==> config.mk <==
export PLATFORM = sky130hd
export DESIGN_NAME = mips_multicycle_ctrl
export DESIGN_NICKNAME = d
export VERILOG_FILES = /design/src/rtl/mips_ctrl_pkg.sv /design/src/rtl/mips_alu_op_enc.sv /design/src/rtl/mips_multicycle_ctrl.sv
export SDC_FILE = /design/constraint.sdc
export NUM_CORES = 1
export LEC_CHECK = 0
export CAP_MARGIN = 20
export CORE_MARGIN = 4
export CORE_UTILIZATION = 51
export DETAILED_ROUTE_END_ITERATION = 10
export GPL_ROUTABILITY_DRIVEN = 0
export PLACE_DENSITY = 0.89
export SLEW_MARGIN = 30
export SYNTH_ARGS = -nofsm -noshare
export SYNTH_HDL_FRONTEND = slang
export SYNTH_HIERARCHICAL = 1
export SYNTH_SLANG_ARGS = --single-unit
==> constraint.sdc <==
create_clock -name clk -period 4.89 [get_ports clk]
set_input_delay 0.978 -clock clk [delete_from_list [all_inputs] [get_ports clk]]
set_output_delay 0.978 -clock clk [all_outputs]
set_load 0.03 [all_outputs]
==> src/rtl/mips_ctrl_pkg.sv <==
// rtl/mips_ctrl_pkg.sv - shared constants and types for the multi-cycle MIPS control unit
// Purpose: opcode/funct constants, ALU op encodings, FSM state and instruction class enums,
//          trap cause codes, and the legal-funct helper used by the encoder.
// Ports: none (package).
package mips_ctrl_pkg;

  localparam logic [5:0] OP_RTYPE = 6'd0;
  localparam logic [5:0] OP_J     = 6'd2;
  localparam logic [5:0] OP_ADDI  = 6'd8;
  localparam logic [5:0] OP_ANDI  = 6'd12;
  localparam logic [5:0] OP_LW    = 6'd35;
  localparam logic [5:0] OP_SW    = 6'd43;

  localparam logic [5:0] FN_SLL = 6'd0;
  localparam logic [5:0] FN_SRL = 6'd2;
  localparam logic [5:0] FN_SRA = 6'd3;
  localparam logic [5:0] FN_ADD = 6'd32;
  localparam logic [5:0] FN_SUB = 6'd34;
  localparam logic [5:0] FN_AND = 6'd36;
  localparam logic [5:0] FN_OR  = 6'd37;
  localparam logic [5:0] FN_SLT = 6'd42;

  localparam logic [1:0] ALU_OP_ADD   = 2'd0;
  localparam logic [1:0] ALU_OP_AND   = 2'd1;
  localparam logic [1:0] ALU_OP_RTYPE = 2'd2;

  localparam logic [1:0] TRAP_NONE    = 2'b00;
  localparam logic [1:0] TRAP_OPCODE  = 2'b01;
  localparam logic [1:0] TRAP_FUNCT   = 2'b10;
  localparam logic [1:0] TRAP_TIMEOUT = 2'b11;

  typedef enum logic [2:0] {
    ST_FETCH  = 3'd0,
    ST_DECODE = 3'd1,
    ST_EXEC   = 3'd2,
    ST_MEM    = 3'd3,
    ST_WB     = 3'd4,
    ST_TRAP   = 3'd5
  } state_t;

  typedef enum logic [2:0] {
    CLS_NONE  = 3'd0,
    CLS_RTYPE = 3'd1,
    CLS_IMM   = 3'd2,
    CLS_LW    = 3'd3,
    CLS_SW    = 3'd4,
    CLS_J     = 3'd5
  } instr_class_t;

  function automatic logic funct_legal(input logic [5:0] f);
    case (f)
      FN_SLL, FN_SRL, FN_SRA, FN_ADD, FN_SUB, FN_AND, FN_OR, FN_SLT: return 1'b1;
      default: return 1'b0;
    endcase
  endfunction

endpackage

==> src/rtl/mips_alu_op_enc.sv <==
// rtl/mips_alu_op_enc.sv - combinational opcode/funct classifier and ALU op encoder
// Purpose: map an instruction's opcode/funct to its ALU control, class and legality.
// Ports: i_opcode, i_funct        - IR[31:26], IR[5:0]
//        o_alu_op, o_alu_src_imm  - ALU operation and immediate-operand select
//        o_cls                    - instruction class for the FSM
//        o_legal, o_cause         - legality and the trap cause when illegal
module mips_alu_op_enc
  import mips_ctrl_pkg::*;
(
  input  logic [5:0]   i_opcode,
  input  logic [5:0]   i_funct,
  output logic [1:0]   o_alu_op,
  output logic         o_alu_src_imm,
  output instr_class_t o_cls,
  output logic         o_legal,
  output logic [1:0]   o_cause
);

  always_comb begin
    o_alu_op      = ALU_OP_ADD;
    o_alu_src_imm = 1'b0;
    o_cls         = CLS_NONE;
    o_legal       = 1'b0;
    o_cause       = TRAP_OPCODE;
    case (i_opcode)
      OP_RTYPE: begin
        o_alu_op = ALU_OP_RTYPE;
        o_cls    = CLS_RTYPE;
        if (funct_legal(i_funct)) begin
          o_legal = 1'b1;
          o_cause = TRAP_NONE;
        end else begin
          o_cause = TRAP_FUNCT;
        end
      end
      OP_J: begin
        o_cls   = CLS_J;
        o_legal = 1'b1;
        o_cause = TRAP_NONE;
      end
      OP_ADDI: begin
        o_alu_src_imm = 1'b1;
        o_cls         = CLS_IMM;
        o_legal       = 1'b1;
        o_cause       = TRAP_NONE;
      end
      OP_ANDI: begin
        o_alu_op      = ALU_OP_AND;
        o_alu_src_imm = 1'b1;
        o_cls         = CLS_IMM;
        o_legal       = 1'b1;
        o_cause       = TRAP_NONE;
      end
      OP_LW: begin
        o_alu_src_imm = 1'b1;
        o_cls         = CLS_LW;
        o_legal       = 1'b1;
        o_cause       = TRAP_NONE;
      end
      OP_SW: begin
        o_alu_src_imm = 1'b1;
        o_cls         = CLS_SW;
        o_legal       = 1'b1;
        o_cause       = TRAP_NONE;
      end
      default: ;
    endcase
  end

endmodule

==> src/rtl/mips_multicycle_ctrl.sv <==
// rtl/mips_multicycle_ctrl.sv - multi-cycle MIPS control FSM with fetch/mem handshake
// Purpose: fetch over a ready-handshaked port, decode, sequence EXEC/MEM/WB strobes,
//          drive the ALU control interface, trap on illegal code or memory timeout.
// Ports: clk, rst_n (async active-low)
//        mem_ready, mem_rdata         - memory completion and read data
//        mem_req, mem_we, mem_addr_sel- memory request side
//        ir_write, pc_inc, pc_jump    - datapath strobes
//        alu_op/funct/opcode/shamt, alu_src_imm, reg_dst, mem_to_reg, reg_write
//        trap, trap_cause, retired    - status
module mips_multicycle_ctrl
  import mips_ctrl_pkg::*;
#(
  parameter int unsigned CNT_W      = 32,
  parameter int unsigned WAIT_LIMIT = 255
) (
  input  logic             clk,
  input  logic             rst_n,
  input  logic             mem_ready,
  input  logic [31:0]      mem_rdata,
  output logic             mem_req,
  output logic             mem_we,
  output logic             mem_addr_sel,
  output logic             ir_write,
  output logic             pc_inc,
  output logic             pc_jump,
  output logic [1:0]       alu_op,
  output logic [5:0]       alu_funct,
  output logic [5:0]       alu_opcode,
  output logic [4:0]       alu_shamt,
  output logic             alu_src_imm,
  output logic             reg_dst,
  output logic             mem_to_reg,
  output logic             reg_write,
  output logic             trap,
  output logic [1:0]       trap_cause,
  output logic [CNT_W-1:0] retired
);

  localparam int unsigned WAIT_W = (WAIT_LIMIT < 2) ? 1 : $clog2(WAIT_LIMIT + 1);
  // Count value at which one more unanswered cycle reaches the limit.
  localparam logic [WAIT_W-1:0] WAIT_LAST = (WAIT_LIMIT > 0) ? WAIT_W'(WAIT_LIMIT - 1) : '0;

  state_t             r_state;
  state_t             w_next;
  state_t             w_view;
  logic [31:0]        r_ir;
  logic [WAIT_W-1:0]  r_wait;
  logic [1:0]         r_cause;
  logic [1:0]         w_cause_next;
  logic [CNT_W-1:0]   r_retired;
  logic               w_load_ir;
  logic               w_retire;
  logic               w_timeout;
  logic               w_alu_phase;

  logic [1:0]         w_enc_alu_op;
  logic               w_enc_imm;
  instr_class_t       w_enc_cls;
  logic               w_enc_legal;
  logic [1:0]         w_enc_cause;

  // IR[25:11] feed only the external datapath (jump target, register fields).
  logic               w_unused_ir;
  assign w_unused_ir = ^r_ir[25:11];

  mips_alu_op_enc u_enc (
    .i_opcode      (r_ir[31:26]),
    .i_funct       (r_ir[5:0]),
    .o_alu_op      (w_enc_alu_op),
    .o_alu_src_imm (w_enc_imm),
    .o_cls         (w_enc_cls),
    .o_legal       (w_enc_legal),
    .o_cause       (w_enc_cause)
  );

  assign w_timeout  = (WAIT_LIMIT != 0) && (r_wait == WAIT_LAST) && !mem_ready;
  // While reset is held the outputs are presented as the all-zero TRAP view so
  // no request escapes before the first real FETCH cycle.
  assign w_view     = rst_n ? r_state : ST_TRAP;
  assign trap       = (r_state == ST_TRAP);
  assign trap_cause = r_cause;
  assign retired    = r_retired;

  always_comb begin
    w_next       = r_state;
    w_cause_next = r_cause;
    w_load_ir    = 1'b0;
    w_retire     = 1'b0;
    mem_req      = 1'b0;
    mem_we       = 1'b0;
    mem_addr_sel = 1'b0;
    ir_write     = 1'b0;
    pc_inc       = 1'b0;
    pc_jump      = 1'b0;
    alu_op       = ALU_OP_ADD;
    alu_funct    = 6'd0;
    alu_opcode   = 6'd0;
    alu_shamt    = 5'd0;
    alu_src_imm  = 1'b0;
    reg_dst      = 1'b0;
    mem_to_reg   = 1'b0;
    reg_write    = 1'b0;

    w_alu_phase = (w_view == ST_EXEC) || (w_view == ST_MEM) || (w_view == ST_WB);
    if (w_alu_phase) begin
      alu_op      = w_enc_alu_op;
      alu_src_imm = w_enc_imm;
      alu_funct   = r_ir[5:0];
      alu_opcode  = r_ir[31:26];
      alu_shamt   = r_ir[10:6];
    end

    case (w_view)
      ST_FETCH: begin
        mem_req = 1'b1;
        if (mem_ready) begin
          w_load_ir = 1'b1;
          w_next    = ST_DECODE;
        end else if (w_timeout) begin
          w_cause_next = TRAP_TIMEOUT;
          w_next       = ST_TRAP;
        end
      end
      ST_DECODE: begin
        // Fetch strobes are registered (one cycle after the handshake) so that
        // no output depends combinationally on mem_ready. On J the datapath
        // gives pc_jump priority over the coincident pc_inc.
        ir_write = 1'b1;
        pc_inc   = 1'b1;
        if (!w_enc_legal) begin
          w_cause_next = w_enc_cause;
          w_next       = ST_TRAP;
        end else if (w_enc_cls == CLS_J) begin
          pc_jump  = 1'b1;
          w_retire = 1'b1;
          w_next   = ST_FETCH;
        end else begin
          w_next = ST_EXEC;
        end
      end
      ST_EXEC: begin
        if ((w_enc_cls == CLS_LW) || (w_enc_cls == CLS_SW)) w_next = ST_MEM;
        else                                                 w_next = ST_WB;
      end
      ST_MEM: begin
        mem_req      = 1'b1;
        mem_addr_sel = 1'b1;
        mem_we       = (w_enc_cls == CLS_SW);
        if (mem_ready) begin
          if (w_enc_cls == CLS_SW) begin
            w_retire = 1'b1;
            w_next   = ST_FETCH;
          end else begin
            w_next = ST_WB;
          end
        end else if (w_timeout) begin
          w_cause_next = TRAP_TIMEOUT;
          w_next       = ST_TRAP;
        end
      end
      ST_WB: begin
        reg_write  = 1'b1;
        reg_dst    = (w_enc_cls == CLS_RTYPE);
        mem_to_reg = (w_enc_cls == CLS_LW);
        w_retire   = 1'b1;
        w_next     = ST_FETCH;
      end
      default: ;
    endcase
  end

  always_ff @(posedge clk or negedge rst_n) begin
    if (!rst_n) begin
      r_state   <= ST_FETCH;
      r_ir      <= 32'd0;
      r_wait    <= '0;
      r_cause   <= TRAP_NONE;
      r_retired <= '0;
    end else begin
      r_state <= w_next;
      r_cause <= w_cause_next;
      if (w_load_ir) r_ir <= mem_rdata;
      // Any state change clears the counter, covering entry to FETCH and MEM.
      if (w_next != r_state) begin
        r_wait <= '0;
      end else if (mem_req && !mem_ready && (r_wait != '1)) begin
        r_wait <= r_wait + WAIT_W'(1);
      end
      if (w_retire) r_retired <= r_retired + CNT_W'(1);
    end
  end

endmodule

==> summary.log, run 1 <==
INFO  floorplan      rows=29
INFO  timing         finalWorstSetupSlack=0.736ns
INFO  floorplan      dieArea=8010um2
INFO  synthesis      syn_area_per_cell=10.1um2
INFO  synthesis      post_synth_and_or_nand_nor_area_fraction=27.2%
INFO  finish         fin_util=70.1%
INFO  worst_setup_path path_cells=or2_4 -> o21ai_0 -> nor4bb_1 -> nor3b_1 -> and2_1 -> clkdlybuf4s50_1
INFO  finish         design.final.nets=458
INFO  worst_setup_path worst-path-max-fanout=7
INFO  global_routing grt_use_met3=6.64%
INFO  floorplan      io_pins=99
INFO  worst_setup_path critPathArrivalTime=3.18ns
INFO  timing         final.setup_skew=0.00927ns
INFO  worst_setup_path critical_path.startpoint_type=register
INFO  worst_setup_path critical_path.top_delay_family=simple AND/OR/NAND/NOR gates
INFO  clock_network  postCtsSetupBuffers=0
INFO  synthesis      async_flop_share=100%
INFO  clock_network  cts-root-to-sink-buffers=2
INFO  pwr            swShare=38.7%
INFO  synthesis      yosysWarnings=6
INFO  floorplan      chipWidth=89.5um
INFO  timing         max_slew_violation_count=0
INFO  timing         timing.final.crit_share=84.9%
INFO  placement      placement.io_buffers=83
INFO  pwr            cell_internal_pwr=0.00125W
INFO  global_routing grt_antenna_before_repair=0
INFO  clock_network  cts.sink_count=62
INFO  clock_network  tritoncts=built
INFO  floorplan      coreArea=6390um2
INFO  job            max-cap-violations=0
INFO  worst_setup_path r2r-start=r_ir[31]$_DFFE_PN0P_
INFO  clock_network  cts_inserted_buffers=9
INFO  timing         final_hold_viol_count=0
INFO  finish         mostFrequentLayoutCell=clkdlybuf4s50_1
INFO  pwr            power.density=456nW/um2
INFO  timing         fin_setup_tns=0ns
INFO  pwr            static-leakage-power=1.95nW
INFO  synthesis      synth-edff-count=0
INFO  global_routing groute.usage.overall=21.3%
INFO  detailed_routing route.vias.total=2847
INFO  synthesis      syn-instance-count=334
INFO  placement      detailedPlacementHpwl=5840um
INFO  clock_network  cts-htree-levels=3
INFO  worst_setup_path cp_num_buf_inv=1
INFO  detailed_routing route.final.wire_length=8080um
INFO  detailed_routing wl_per_cell=16.1um
INFO  worst_hold_path hp-start=retired[31]$_DFFE_PN0P_
INFO  synthesis      yosysUniqueCellTypes=56
INFO  synthesis      synth_top_family_by_area=simple AND/OR/NAND/NOR gates
INFO  clock_network  cts.clk_slew.worst_paths=0.07ns
INFO  timing         clock.fmax=241MHz
INFO  pwr            power.sequential.fraction=38.4%
INFO  synthesis      synth.area.mux_share=6.57%
INFO  clock_network  ctsResizeCount=0
INFO  pwr            ir_drop=0.319mV
INFO  pwr            pwr-share-comb=39.1%
INFO  timing         relSlewSlack=45.7%
INFO  global_routing vias_in_the_first_global_route=2686
INFO  clock_network  clk-insertion-delay-late=0.34ns
INFO  synthesis      arithmetic_cell_share_of_the_synthesized_area_counting_full_adders_half_adders_and_majority_gates=1.11%
INFO  floorplan      start_util=53.1%
INFO  detailed_routing initialDrtViolationCount=250
INFO  finish         n_antenna_cell=0
INFO  worst_hold_path hp-class=reg2reg
INFO  detailed_routing via_per_inst=5.67
INFO  worst_setup_path crit_path_max_incr_delay=0.72ns
INFO  global_routing grt_use_met2=33.9%
INFO  floorplan      die_height=89.5um
INFO  synthesis      synth_sequential_area_ratio=45.8%
INFO  synthesis      ys_ff_latch=62
INFO  timing         timing.hold.ws=0.468ns
INFO  global_routing overflow=0
INFO  timing         final-setup-viol-count=0
INFO  timing         rsz0062_at_grt=false
INFO  worst_setup_path crit_path_kind=reg2out
INFO  clock_network  clockRootBuffer=clkbuf_8
INFO  global_routing grt_start_max_net_pins=45
INFO  pwr            switching_power=0.000790W
INFO  worst_setup_path end_kind=output pin
INFO  finish         area_delta_synth_final=32.2%
INFO  placement      detailedPlace.worstSlack=0.974ns
INFO  global_routing grt_first_pass_wirelength=13000um
INFO  timing         tightestPinTransition=0.813ns
INFO  worst_setup_path critical_path_source=r_ir[31]$_DFFE_PN0P_
INFO  synthesis      post_synth_instance_area=3390um2
INFO  synthesis      synthXorXnorAreaFrac=9.56%
INFO  synthesis      synth_compound_area_share=7.02%
INFO  detailed_routing drcViolationCount=0
INFO  synthesis      synth_ff_type=dfrtp_1
INFO  finish         share_of_post_route_cells_with_drive_strength_above_1=11.1%
INFO  detailed_routing drt_pass1_iterations=4
INFO  worst_setup_path crit_path_top_delay_cell=clkdlybuf4s50_1
INFO  worst_setup_path crit_required=3.91ns
INFO  global_routing top_usage_layer=met2
INFO  run_status     outcome=finished, final reports clean
INFO  timing         fin_crit=4.15ns
INFO  finish         highest_count_cells_in_the_layout_ignoring_fill_and_taps=clkdlybuf4s50_1, dfrtp_1, nor2_1, and2_1, nand2_1
INFO  clock_network  hold_buffers=0
INFO  synthesis      synth_nets=372
INFO  pwr            clkPwrFrac=22.4%
INFO  detailed_routing antenna_left=0
INFO  global_routing groute.layer.met1.usage=27.2%
==> area by class of cell <==
cell class	count	area, um2
Fill cell	462	1910
Clock inverter	3	42.5
Timing Repair Buffer	86	848
Sequential cell	62	1550
Multi-Input combinational cell	251	1740
Inverter	10	37.5
Tap cell	77	96.3
Clock buffer	13	159
==> stage by stage <==
stage / instances / power [W] / cell area, um2
after floorplan: 334 / 0.00130 / 3390
after global routing: 502 / 0.00216 / 4480
final: 502 / 0.00204 / 4480
after detailed placement: 486 / 0.00159 / 4280
after CTS: 502 / 0.00205 / 4480
after global placement: 486 / 0.00156 / 4280
==> power by group through the flow <==
| stage | Combinational, W | Sequential (W) | Clock, W |
|---|---|---|---|
| after global placement | 0.000781 | 0.000782 | 0 |
| after CTS | 0.000805 | 0.000782 | 0.000465 |
| after floorplan | 0.000514 | 0.000788 | 0 |
| after global routing | 0.000863 | 0.000810 | 0.000483 |
| after detailed placement | 0.000805 | 0.000790 | 0 |
| final | 0.000799 | 0.000785 | 0.000458 |
==> layer usage <==
layer,vias to the layer above,part of all wire (%)
met1,1378,42
li1,1360,-
met3,12,8.1
met4,0,1.0
met5,-,0
met2,97,48
==> cells in the mapped netlist, types with 5 or more instances <==
cell type | count | share of area (%)
dfrtp_1 | 62 | 46
and2_1 | 27 | 5.0
nor2_1 | 27 | 3.0
nand2_1 | 23 | 2.5
xor2_1 | 22 | 5.7
nand3_1 | 19 | 2.8
mux2_2 | 18 | 6.0
nor3_1 | 15 | 2.2
xnor2_1 | 15 | 3.9
nand4_1 | 11 | 2.0
inv_1 | 10 | 1.1
clkbuf_1 | 6 | 0.66
o21ai_0 | 6 | 0.89
nor2b_1 | 5 | 0.92
==> registers in the layout (all words and copies together), names as in the netlist <==
name	flops
r_state	3
trap_cause	2
r_wait	8
r_ir	17
retired	32
==> kinds of logic after synthesis <==
logic type	after synthesis
AOI/OAI and AO/OA	31
DFF	62
xor gates and xnor gates	37
buffers and inverters	21
muxes	20
and+or+nand+nor	160
adders and majority gates	3
==> final timing paths <==
path | endpoint | slack [ns] | cells past startpoint
worst max-delay path | mem_we | 0.74 | 6
worst min-delay path | retired[31]$_DFFE_PN0P_ | 0.47 | 1
worst max register to register | retired[20]$_DFFE_PN0P_ | 1.65 | 8
worst min register to register | retired[31]$_DFFE_PN0P_ | 0.47 | 1
max in group asynchronous | r_wait[1]$_DFFE_PN0P_ | 3.42 | 3
min in group asynchronous | r_state[2]$_DFF_PN0_ | 0.62 | 2
Power figures use the tool's default switching activity.
==> run 2: changes to the inputs <==
Settings changed: CORE_UTILIZATION 51 to 48, PLACE_DENSITY 0.89 to 0.85.
Clock period 4.89 ns to 4.1 ns, I/O delays scaled along.
==> summary.log, run 2 (same netlist as run 1, synthesis figures left out) <==
INFO  placement      placement.io_buffers=83 [unchanged]
INFO  global_routing grt_antenna_before_repair=0 [unchanged]
INFO  pwr            power.density=531nW/um2 [was 456 nW/um2]
INFO  detailed_routing route.vias.total=2884 [was 2847]
INFO  finish         highest_count_cells_in_the_layout_ignoring_fill_and_taps=clkdlybuf4s50_1, dfrtp_1, nor2_1, and2_1 [was clkdlybuf4s50_1, dfrtp_1, nor2_1, and2_1, nand2_1]
INFO  clock_network  clockRootBuffer=clkbuf_8 [unchanged]
INFO  floorplan      io_pins=99 [unchanged]
INFO  clock_network  cts-root-to-sink-buffers=2 [unchanged]
INFO  detailed_routing via_per_inst=5.54 [was 5.67]
INFO  timing         final_hold_viol_count=0 [unchanged]
INFO  timing         timing.hold.ws=0.489ns [was 0.468 ns]
INFO  clock_network  cts.clk_slew.worst_paths=0.07ns [about the same]
INFO  worst_setup_path crit_required=3.28ns [was 3.91 ns]
INFO  timing         rsz0062_at_grt=false [unchanged]
INFO  detailed_routing wl_per_cell=15.6um [was 16.1 um]
INFO  worst_setup_path critical_path.top_delay_family=simple AND/OR/NAND/NOR gates [unchanged]
INFO  worst_setup_path worst-path-max-fanout=7 [unchanged]
INFO  floorplan      rows=30 [was 29]
INFO  clock_network  ctsResizeCount=0 [unchanged]
INFO  finish         num-fill-cells=597 [was 462]
INFO  pwr            static-leakage-power=1.98nW [was 1.95 nW]
INFO  detailed_routing drcViolationCount=0 [unchanged]
INFO  worst_setup_path cp_num_buf_inv=1 [unchanged]
INFO  timing         fin_crit=3.87ns
INFO  detailed_routing drt_pass1_iterations=4 [unchanged]
INFO  global_routing groute.usage.overall=19.9% [was 21.3%]
INFO  floorplan      die_height=92.0um [was 89.5 um]
INFO  timing         final.setup_skew=0.0140ns [was 0.00927 ns]
INFO  global_routing overflow=0 [unchanged]
INFO  clock_network  clk-insertion-delay-late=0.34ns [about the same]
INFO  clock_network  cts.sink_count=62 [unchanged]
INFO  clock_network  cts_inserted_buffers=9 [unchanged]
INFO  worst_setup_path critical_path.startpoint_type=register [unchanged]
INFO  finish         n_antenna_cell=0 [unchanged]
INFO  floorplan      chipWidth=92.0um [was 89.5 um]
INFO  timing         timing.final.crit_share=94.4%
INFO  timing         clock.fmax=258MHz
INFO  timing         final-setup-viol-count=0 [unchanged]
INFO  clock_network  postCtsSetupBuffers=0 [unchanged]
INFO  global_routing grt_start_max_net_pins=39 [was 45]
INFO  job            max-cap-violations=0 [unchanged]
INFO  finish         area_delta_synth_final=30.4% [was 32.2%]
INFO  finish         layoutNonFillerInstCount=521 [was 502]
INFO  global_routing vias_in_the_first_global_route=2835 [was 2686]
INFO  clock_network  cts-htree-levels=3 [unchanged]
INFO  finish         share_of_post_route_cells_with_drive_strength_above_1=15.8% [was 11.1%]
INFO  run_status     outcome=finished, final reports clean [unchanged]
INFO  timing         relSlewSlack=42.3% [was 45.7%]
INFO  global_routing grt_first_pass_wirelength=13500um [was 13000 um]
INFO  timing         tightestPinTransition=0.862ns [was 0.813 ns]
INFO  worst_setup_path end_kind=output pin [unchanged]
INFO  worst_setup_path crit_path_kind=reg2out [unchanged]
INFO  worst_hold_path hp-class=reg2reg [unchanged]
INFO  floorplan      coreArea=6830um2 [was 6390 um2]
INFO  worst_setup_path crit_path_max_incr_delay=0.66ns [was 0.72 ns]
INFO  placement      numPlacedInstances=505 [was 486]
INFO  floorplan      dieArea=8470um2 [was 8010 um2]
INFO  timing         fin_setup_tns=0ns [unchanged]
INFO  worst_setup_path critPathArrivalTime=3.05ns [was 3.18 ns]
INFO  finish         design.final.nets=458 [unchanged]
INFO  finish         multi_input_area=1740um2 [unchanged]
INFO  clock_network  tritoncts=built [unchanged]
INFO  floorplan      start_util=49.6% [was 53.1%]
INFO  placement      detailedPlacementHpwl=5920um [was 5840 um]
INFO  clock_network  hold_buffers=0 [unchanged]
INFO  detailed_routing antenna_left=0 [unchanged]
INFO  pwr            ir_drop=0.313mV [was 0.319 mV]
INFO  detailed_routing route.final.wire_length=8110um [was 8080 um]
INFO  detailed_routing initialDrtViolationCount=117 [was 250]
INFO  finish         seq_area=1550um2 [unchanged]
INFO  timing         max_slew_violation_count=0 [unchanged]
INFO  worst_setup_path path_cells=or2_4 -> o21ai_0 -> nor4bb_1 -> nor3b_1 -> and2_1 -> clkdlybuf4s50_1 [unchanged]
INFO  finish         largest_register_ff_count=32 [unchanged]
INFO  worst_setup_path crit_path_top_delay_cell=clkdlybuf4s50_1 [unchanged]
run 2: cell count changes in the layout (fill, tap and decap cells not counted):
cell	change
buf_4	+20
bufinv_16	-1
clkbuf_8	-1
clkdlybuf4s50_1	-20
clkinv_2	+2
run 2: cell type report:
type                    instances  share of cell area, %
well taps                      96                   2.72
flip-flops and latches         62                   35.1
clock buffers                  12                   3.29
clock inverters                 4                  0.510
multi-input cells             251                   39.5
inverters                      10                  0.850
repair buffers                 86                   18.1
run 2: final timing paths:
path | startpoint | to | slack (ns) | depth (start not counted)
min in group asynchronous | rst_n | r_state[0]$_DFF_PN0_ | 0.58 | 2
worst min-delay path | retired[31]$_DFFE_PN0P_ | retired[31]$_DFFE_PN0P_ | 0.49 | 1
worst min register to register | retired[31]$_DFFE_PN0P_ | retired[31]$_DFFE_PN0P_ | 0.49 | 1
worst max-delay path | r_ir[31]$_DFFE_PN0P_ | mem_we | 0.23 | 6
worst max register to register | r_ir[31]$_DFFE_PN0P_ | retired[22]$_DFFE_PN0P_ | 0.83 | 8
max in group asynchronous | rst_n | retired[2]$_DFFE_PN0P_ | 3.11 | 2
run 2: metrics by stage:
step	area, um2	power [W]	util [%]	setup slack, ns
2_1_floorplan	3390	0.00155	-	0.677
4_1_cts	4420	0.00235	64.7	0.275
3_5_place_dp	4250	0.00189	62.2	0.656
6_report	4420	0.00235	64.7	0.231
5_1_grt	4420	0.00249	64.7	0.0525
3_3_place_gp	4250	0.00185	62.2	0.673
run 2: layer usage:
layer | GRT usage (%) | vias up | part of all wire (%)
met1 | 23.9 | 1407 | 41
met2 | 33.3 | 104 | 51
met3 | 5.09 | 17 | 6.0
met5 | 0 | - | 0
met4 | 9.65 | 0 | 2.2
li1 | - | 1356 | -
run 2: power breakdown:
group / leakage [nW] / switching (W) / internal, W / total [W]
combinational: 1.10 / 0.000529 / 0.000412 / 0.000942
sequential: 0.791 / 0.000190 / 0.000750 / 0.000940
clock: 0.0861 / 0.000231 / 0.000233 / 0.000464
total: 1.98 / 0.000950 / 0.00140 / 0.00235
